`src/rtl/control_cmd_watchdog_multi.sv`:
```
// -----------------------------------------------------------------------------
// control_cmd_watchdog_multi
//
// Command-stream watchdog for the control byte path. Incoming bytes are framed
// into SIG_BYTES-wide words and each completed word is compared against
// NUM_SIGS keep-alive signatures. While armed, a matching frame reloads the
// timeout counter. If the counter runs out, a sys_reset pulse of
// RESET_PULSE_TICKS cycles is issued, followed by HOLDOFF_TICKS cycles during
// which the watchdog is inhibited and command bytes are ignored.
//
// Ports
//   clk            in   1     system clock
//   reset          in   1     synchronous, active-high
//   data_in        in   8     command byte, valid when enable=1
//   enable         in   1     byte strobe, one byte per cycle
//   arm            in   1     1 = watchdog counting, 0 = disarmed
//   sys_reset      out  1     timeout reset pulse (registered)
//   done           out  1     1-cycle pulse: a frame of SIG_BYTES bytes completed
//   match_valid    out  1     1-cycle pulse with done when the frame is a signature
//   match_id       out  IDW   lowest matching signature index (held on a miss)
//   warn           out  1     running and remaining <= WARN_TICKS
//   remaining      out  CW    ticks left before the watchdog fires
//   expired_count  out  8     number of timeouts, saturating at 255
// -----------------------------------------------------------------------------
module control_cmd_watchdog_multi #(
    parameter int SIG_BYTES         = 2,
    parameter int NUM_SIGS          = 2,
    parameter logic [NUM_SIGS*SIG_BYTES*8-1:0] SIG_PATTERNS = {16'hCAFE, 16'hBEEF},
    parameter int TIMEOUT_TICKS     = 1000000,
    parameter int WARN_TICKS        = 100000,
    parameter int RESET_PULSE_TICKS = 16,
    parameter int HOLDOFF_TICKS     = 256
) (
    input  logic                                              clk,
    input  logic                                              reset,
    input  logic [7:0]                                        data_in,
    input  logic                                              enable,
    input  logic                                              arm,
    output logic                                              sys_reset,
    output logic                                              done,
    output logic                                              match_valid,
    output logic [((NUM_SIGS > 1) ? $clog2(NUM_SIGS) : 1)-1:0] match_id,
    output logic                                              warn,
    output logic [$clog2(TIMEOUT_TICKS+1)-1:0]                remaining,
    output logic [7:0]                                        expired_count
);

    localparam int SW  = SIG_BYTES * 8;
    localparam int IDW = (NUM_SIGS > 1) ? $clog2(NUM_SIGS) : 1;
    localparam int CW  = $clog2(TIMEOUT_TICKS + 1);
    localparam int BCW = $clog2(SIG_BYTES + 1);
    localparam int PW  = $clog2(RESET_PULSE_TICKS + 1);
    localparam int HW  = $clog2(HOLDOFF_TICKS + 1);

    // ------------------------------------------------------------------
    // Elaboration-time parameter checks
    // ------------------------------------------------------------------
    if (SIG_BYTES < 1) begin : g_bad_sig_bytes
        $error("control_cmd_watchdog_multi: SIG_BYTES must be >= 1");
    end
    if (NUM_SIGS < 1) begin : g_bad_num_sigs
        $error("control_cmd_watchdog_multi: NUM_SIGS must be >= 1");
    end
    if (TIMEOUT_TICKS < 1) begin : g_bad_timeout
        $error("control_cmd_watchdog_multi: TIMEOUT_TICKS must be >= 1");
    end
    if (WARN_TICKS >= TIMEOUT_TICKS) begin : g_bad_warn
        $error("control_cmd_watchdog_multi: WARN_TICKS must be < TIMEOUT_TICKS");
    end
    if (RESET_PULSE_TICKS < 1) begin : g_bad_pulse
        $error("control_cmd_watchdog_multi: RESET_PULSE_TICKS must be >= 1");
    end
    if (HOLDOFF_TICKS < 1) begin : g_bad_holdoff
        $error("control_cmd_watchdog_multi: HOLDOFF_TICKS must be >= 1");
    end

    typedef enum logic [1:0] {
        ST_DISARMED,
        ST_RUNNING,
        ST_FIRING,
        ST_HOLDOFF
    } state_t;

    state_t           state_q,         state_d;
    logic [CW-1:0]    remaining_q,     remaining_d;
    logic [PW-1:0]    pulse_cnt_q,     pulse_cnt_d;
    logic [HW-1:0]    hold_cnt_q,      hold_cnt_d;
    logic [BCW-1:0]   byte_cnt_q,      byte_cnt_d;
    logic [SW-1:0]    cache_q,         cache_d;
    logic [7:0]       expired_count_q, expired_count_d;
    logic             sys_reset_q,     sys_reset_d;
    logic             done_q,          done_d;
    logic             match_valid_q,   match_valid_d;
    logic [IDW-1:0]   match_id_q,      match_id_d;
    logic             warn_q,          warn_d;

    logic [SW-1:0]    frame_word;
    logic             accept;
    logic             frame_last;
    logic             hit;
    logic [IDW-1:0]   hit_id;
    logic             kick;

    // The word under test includes the byte arriving this cycle, so a match
    // is recognised on the same edge that completes the frame. For a
    // single-byte frame the shifted cache contributes nothing.
    assign frame_word = (cache_q << 8) | SW'(data_in);

    // Bytes are only framed while the watchdog is idle or counting; during
    // the pulse and the hold-off they are dropped.
    assign accept     = enable && ((state_q == ST_DISARMED) || (state_q == ST_RUNNING));
    assign frame_last = accept && (byte_cnt_q == BCW'(SIG_BYTES - 1));
    assign kick       = frame_last && hit;

    // Descending scan so the lowest matching index is the one left standing.
    always_comb begin
        // NOTE: every signal written in always_comb gets a default first, so
        // no path can leave it unassigned and infer a latch.
        hit    = 1'b0;
        hit_id = '0;
        for (int i = NUM_SIGS - 1; i >= 0; i--) begin
            if (frame_word == SIG_PATTERNS[i*SW +: SW]) begin
                hit    = 1'b1;
                hit_id = IDW'(i);
            end
        end
    end

    always_comb begin
        state_d         = state_q;
        remaining_d     = remaining_q;
        pulse_cnt_d     = pulse_cnt_q;
        hold_cnt_d      = hold_cnt_q;
        byte_cnt_d      = byte_cnt_q;
        cache_d         = cache_q;
        expired_count_d = expired_count_q;
        sys_reset_d     = 1'b0;
        done_d          = 1'b0;
        match_valid_d   = 1'b0;
        match_id_d      = match_id_q;

        // Framing: the last byte of a frame clears counter and cache on the
        // same edge, so the next byte immediately starts a new frame.
        if (accept) begin
            if (frame_last) begin
                byte_cnt_d = '0;
                cache_d    = '0;
                done_d     = 1'b1;
                if (hit) begin
                    match_valid_d = 1'b1;
                    match_id_d    = hit_id;
                end
            end else begin
                byte_cnt_d = byte_cnt_q + BCW'(1);
                cache_d    = frame_word;
            end
        end

        unique case (state_q)
            ST_DISARMED: begin
                remaining_d = CW'(TIMEOUT_TICKS);
                if (arm) begin
                    state_d = ST_RUNNING;
                end
            end

            ST_RUNNING: begin
                if (!arm) begin
                    state_d     = ST_DISARMED;
                    remaining_d = CW'(TIMEOUT_TICKS);
                end else if (kick) begin
                    // A kick on the final tick still wins over firing.
                    remaining_d = CW'(TIMEOUT_TICKS);
                end else if (remaining_q == '0) begin
                    state_d     = ST_FIRING;
                    pulse_cnt_d = '0;
                    sys_reset_d = 1'b1;
                    byte_cnt_d  = '0;
                    cache_d     = '0;
                    if (expired_count_q != 8'hFF) begin
                        expired_count_d = expired_count_q + 8'd1;
                    end
                end else begin
                    remaining_d = remaining_q - CW'(1);
                end
            end

            ST_FIRING: begin
                // pulse_cnt_q counts completed pulse cycles; the pulse drops
                // after RESET_PULSE_TICKS cycles in this state.
                if (pulse_cnt_q == PW'(RESET_PULSE_TICKS - 1)) begin
                    state_d     = ST_HOLDOFF;
                    hold_cnt_d  = '0;
                    remaining_d = CW'(TIMEOUT_TICKS);
                end else begin
                    pulse_cnt_d = pulse_cnt_q + PW'(1);
                    sys_reset_d = 1'b1;
                end
            end

            ST_HOLDOFF: begin
                remaining_d = CW'(TIMEOUT_TICKS);
                if (hold_cnt_q == HW'(HOLDOFF_TICKS - 1)) begin
                    state_d = arm ? ST_RUNNING : ST_DISARMED;
                end else begin
                    hold_cnt_d = hold_cnt_q + HW'(1);
                end
            end

            default: begin
                state_d = ST_DISARMED;
            end
        endcase

        // Registered from next-state values so warn lines up with remaining.
        warn_d = (state_d == ST_RUNNING) && (remaining_d <= CW'(WARN_TICKS));
    end

    always_ff @(posedge clk) begin
        // NOTE: sequential state uses non-blocking assignments so every flop
        // samples pre-edge values regardless of statement order.
        if (reset) begin
            state_q         <= ST_DISARMED;
            remaining_q     <= CW'(TIMEOUT_TICKS);
            pulse_cnt_q     <= '0;
            hold_cnt_q      <= '0;
            byte_cnt_q      <= '0;
            cache_q         <= '0;
            expired_count_q <= '0;
            sys_reset_q     <= 1'b0;
            done_q          <= 1'b0;
            match_valid_q   <= 1'b0;
            match_id_q      <= '0;
            warn_q          <= 1'b0;
        end else begin
            state_q         <= state_d;
            remaining_q     <= remaining_d;
            pulse_cnt_q     <= pulse_cnt_d;
            hold_cnt_q      <= hold_cnt_d;
            byte_cnt_q      <= byte_cnt_d;
            cache_q         <= cache_d;
            expired_count_q <= expired_count_d;
            sys_reset_q     <= sys_reset_d;
            done_q          <= done_d;
            match_valid_q   <= match_valid_d;
            match_id_q      <= match_id_d;
            warn_q          <= warn_d;
        end
    end

    assign sys_reset     = sys_reset_q;
    assign done          = done_q;
    assign match_valid   = match_valid_q;
    assign match_id      = match_id_q;
    assign warn          = warn_q;
    assign remaining     = remaining_q;
    assign expired_count = expired_count_q;

endmodule

```
`config.mk`:
```
export PLATFORM = sky130hd
export DESIGN_NAME = control_cmd_watchdog_multi
export DESIGN_NICKNAME = d
export VERILOG_FILES = /design/src/rtl/control_cmd_watchdog_multi.sv
export SDC_FILE = /design/constraint.sdc
export NUM_CORES = 1
export LEC_CHECK = 0
export CELL_PAD_IN_SITES_DETAIL_PLACEMENT = 0
export CELL_PAD_IN_SITES_GLOBAL_PLACEMENT = 1
export CORE_MARGIN = 1
export CORE_UTILIZATION = 41
export DETAILED_ROUTE_END_ITERATION = 10
export GPL_TIMING_DRIVEN = 0
export MAX_ROUTING_LAYER = met4
export PLACE_DENSITY_LB_ADDON = 0.1
export SLEW_MARGIN = 20
export SYNTH_ARGS = -nofsm -noshare
export SYNTH_HDL_FRONTEND = slang
export SYNTH_SLANG_ARGS = --single-unit
```
`constraint.sdc`:
```
create_clock -name clk -period 3.3 [get_ports clk]
set_input_delay 0.99 -clock clk [delete_from_list [all_inputs] [get_ports clk]]
set_output_delay 0.99 -clock clk [all_outputs]
set_load 0.005 [all_outputs]
```
==> summary.txt, run 1 <==
Synthesis
  – Synth area leaders: dfxtp_1 (36%), a21oi_1 (4.9%), ha_1 (4.6%)
  – Synth top cells by count: dfxtp_1 (59), nor2_1 (38), a21oi_1 (32)
  – Sequential area share after synthesis: 35.8%
  – Top-area cell type share of the netlist area: 35.8%
  – Synth Area in XOR/XNOR: 3.45%
  – Syn nets: 423
  – Avg Inst Size Synth: 8.27 um^2
  – Seq cells post-synth: 59
  – Post-synthesis async set-or-reset flop share: 0%
  – Yosys Warn Count: 0
  – Gate Count Post-Synth: 399
  – Compound-Gate Fraction of Synth Area: 23.6%
  – Post-synth top area cell: dfxtp_1
  – Largest family of logic cells by synthesized area: simple AND/OR/NAND/NOR gates
  – Netlist cell types: 63
  – Multiplexer share of the synthesized area: 0.948%
  – Cell with the most instances after synthesis: dfxtp_1
  – Synth Area in Adders: 4.55%
  – Post-synth EDFFs: 0
  – Simple-gate share of the synthesized area: 28.0%
  – Top_reg_cell synth: dfxtp_1
  – Mapped Area: 3300 um^2

Die
  – I/O pin total: 45
  – CORE AREA: 7770 um^2
  – Die width: 91.7 um
  – Die Height: 91.7 um
  – Die area: 8410 um^2
  – Initial Util: 42.5%
  – Std cell rows: 32

Setup path
  – CP required: 3.57 ns
  – R2R setup slack: 0.24 ns
  – CP startpoint kind: primary input
  – R2r startpoint: state_q[1]
  – Crit path from: data_in[4]
  – Worst-path fanout max: 10
  – Worst Path Arrival: 3.54 ns
  – CP Capture Type: flop
  – Crit path kind: primary input to flop

Power and ir drop
  – Peak VDD IR: 0.197 mV
  – Cell Pwr Density: 410 nW/um^2
  – Leak: 1.47 nW

Drt
  – Overall routed net length: 9.35 mm
  – Remaining antenna violation count: 0
  – Via density: 5.77
  – First-iteration detailed-routing DRC count: 277
  – Residual DRC: 0
  – Wire per inst: 16.7 um
  – Drt pass-1 iters: 5
  – Via count: 3236

Flow run
  – Max Cap Viol: 0

Timing
  – Final worst clock skew: 0.0121 ns
  – Max-slew violations: 0
  – Min Hold Slack: 0.456 ns
  – Hold Vio Cnt, Final: 0
  – Period Utilization, post-route: 99.2%
  – Fmax: 306 MHz
  – Final setup fails: 0
  – Slew @ Worst Pin: 0.787 ns
  – Setup TNS: 0 ns
  – Max transition margin: 47.3%
  – RSZ-0062 raised after global routing: false
  – Crit path time final: 3.27 ns

Global routing
  – Largest net degree at the start of global routing: 11
  – Vias in the first global route: 3099
  – Total Routing Usage GR: 24.0%
  – GR Overflow Total: 0
  – Initial antenna violation count: 0
  – First-pass GRT wire length: 15.5 mm

CTS
  – Num CTS Buffers: 9
  – Clock transition at path regs: 0.07 ns
  – Worst-Skew Late Latency: 0.34 ns
  – Clock Path Buffers: 2
  – Root Buffer: clkbuf_8
  – H-tree levels: 3
  – CTS tree: done
  – CTS Hold Bufs: 0
  – CTS sink count: 59

Placement
  – HPWL after detailed placement: 6.50 mm
  – Port buffer count: 43
  – Routability cong.: 0.871

Cells and area
  – Final net count: 479
  – Share of post-route cells with drive strength above 1: 10.2%
  – Synthesis-to-finish area growth: 25.9%
  – Layout fillers: 740
  – Number of diodes: 0

Outcome
  – Outcome: finished clean

Worst hold path
  – Worst hold start: cache_q[7]
  – HP Class: flop to flop
[cell usage in the layout (no fill, tap or decap), types with 4 or more instances in the layout]
cell type        instances
a211oi_1                 6
a21o_1                   4
nand3_1                 17
nor4_1                   5
clkbuf_8                13
clkbuf_1                14
o21ai_0                 15
nand2b_1                 9
inv_1                   11
a31oi_1                  6
xor2_1                  10
ha_1                    12
buf_4                    4
o31a_1                   5
and2_1                   4
a21oi_1                 32
nand4_1                  9
nand2_1                 31
and3_1                  10
clkdlybuf4s50_1         43
nor2b_1                  7
nor2_1                  37
or3_1                    8
or2_2                    4
nor3_1                  13
dfxtp_1                 59
[where the power goes]
part           leakage, nW  switching, mW  internal (mW)  total (mW)
clock network        0.109          0.284          0.428       0.712
registers            0.478         0.0247          0.733       0.758
logic                0.886          0.130          0.101       0.231
total                 1.47          0.438           1.26        1.70
[area by class of cell]
cell class | count | area [um^2] | share of cell area, %
buffer | 18 | 85.1 | 2.05
timing repair buffer | 45 | 445 | 10.7
sequential | 59 | 1180 | 28.5
multi-input combinational | 311 | 2060 | 49.6
clock buffer | 14 | 183 | 4.40
clock inverter | 1 | 30.0 | 0.723
inverter | 11 | 41.3 | 0.995
tap | 102 | 128 | 3.07
[repair_timing]
item | 4_1_cts | 5_1_grt
pin swaps | 1 | 1
setup buffers | 1 | 1
gates resized for setup | 10 | 8
setup endpoints to repair | 34 | 1
[kinds of logic (layout without fill, tap and decap cells)]
family / count (synthesis) / in the layout
simple gates: 171 / 171
xor+xnor: 13 / 13
mux: 3 / 3
flops: 59 / 59
compound gates: 112 / 112
buf+inv: 29 / 89
fa+ha+maj: 12 / 12
[worst max-delay path, cell delays in order]
cell	delay, ns
clkdlybuf4s50_1	0.50
or4bb_1	0.53
nor3_4	0.17
o21a_2	0.18
buf_4	0.20
nor2_4	0.10
a311o_1	0.30
a211oi_1	0.27
o2111ai_1	0.16
nor2_1	0.13
[worst paths after layout]
path / endpoint / cells past startpoint
max: warn / 10
min: cache_q[7] / 2
max reg2reg: warn / 12
min reg2reg: cache_q[7] / 2
[per-layer routing]
layer  track usage (%)  vias up  wire [um]
met5                 -        -          0
met2              34.8      118       4190
met1              32.9     1523       4520
li1                  -     1582          -
met3              5.06       13        510
met4              8.72        0        132
[sequential cells by signal, indices dropped and copies added (netlist names)]
register	cells
cache_q	8
done	1
match_id	1
hold_cnt_q	9
match_valid	1
remaining	20
byte_cnt_q	2
sys_reset	1
expired_count	8
pulse_cnt_q	5
state_q	2
warn	1
[per-stage QoR]
step	instances	setup WS, ns	utilization (%)	instance area (um^2)	power (mW)
finish	561	0.0279	53.4	4150	1.70
global route	561	0.000302	53.4	4150	1.78
CTS	560	0.0139	52.8	4100	1.70
detailed placement	544	-0.905	49.6	3860	0.989
global placement	544	-0.903	49.6	3860	0.988
floorplan	399	0.322	-	3300	0.906
No activity file was read; power rests on OpenSTA's default activity.
==> run 2, diff against run 1 <==
- CTS_CLUSTER_DIAMETER: not set -> 40
- SLEW_MARGIN: 20 -> not set
==> results of run 2 <==
Same layout as run 1: the final DEF is identical, and so are final timing and power.
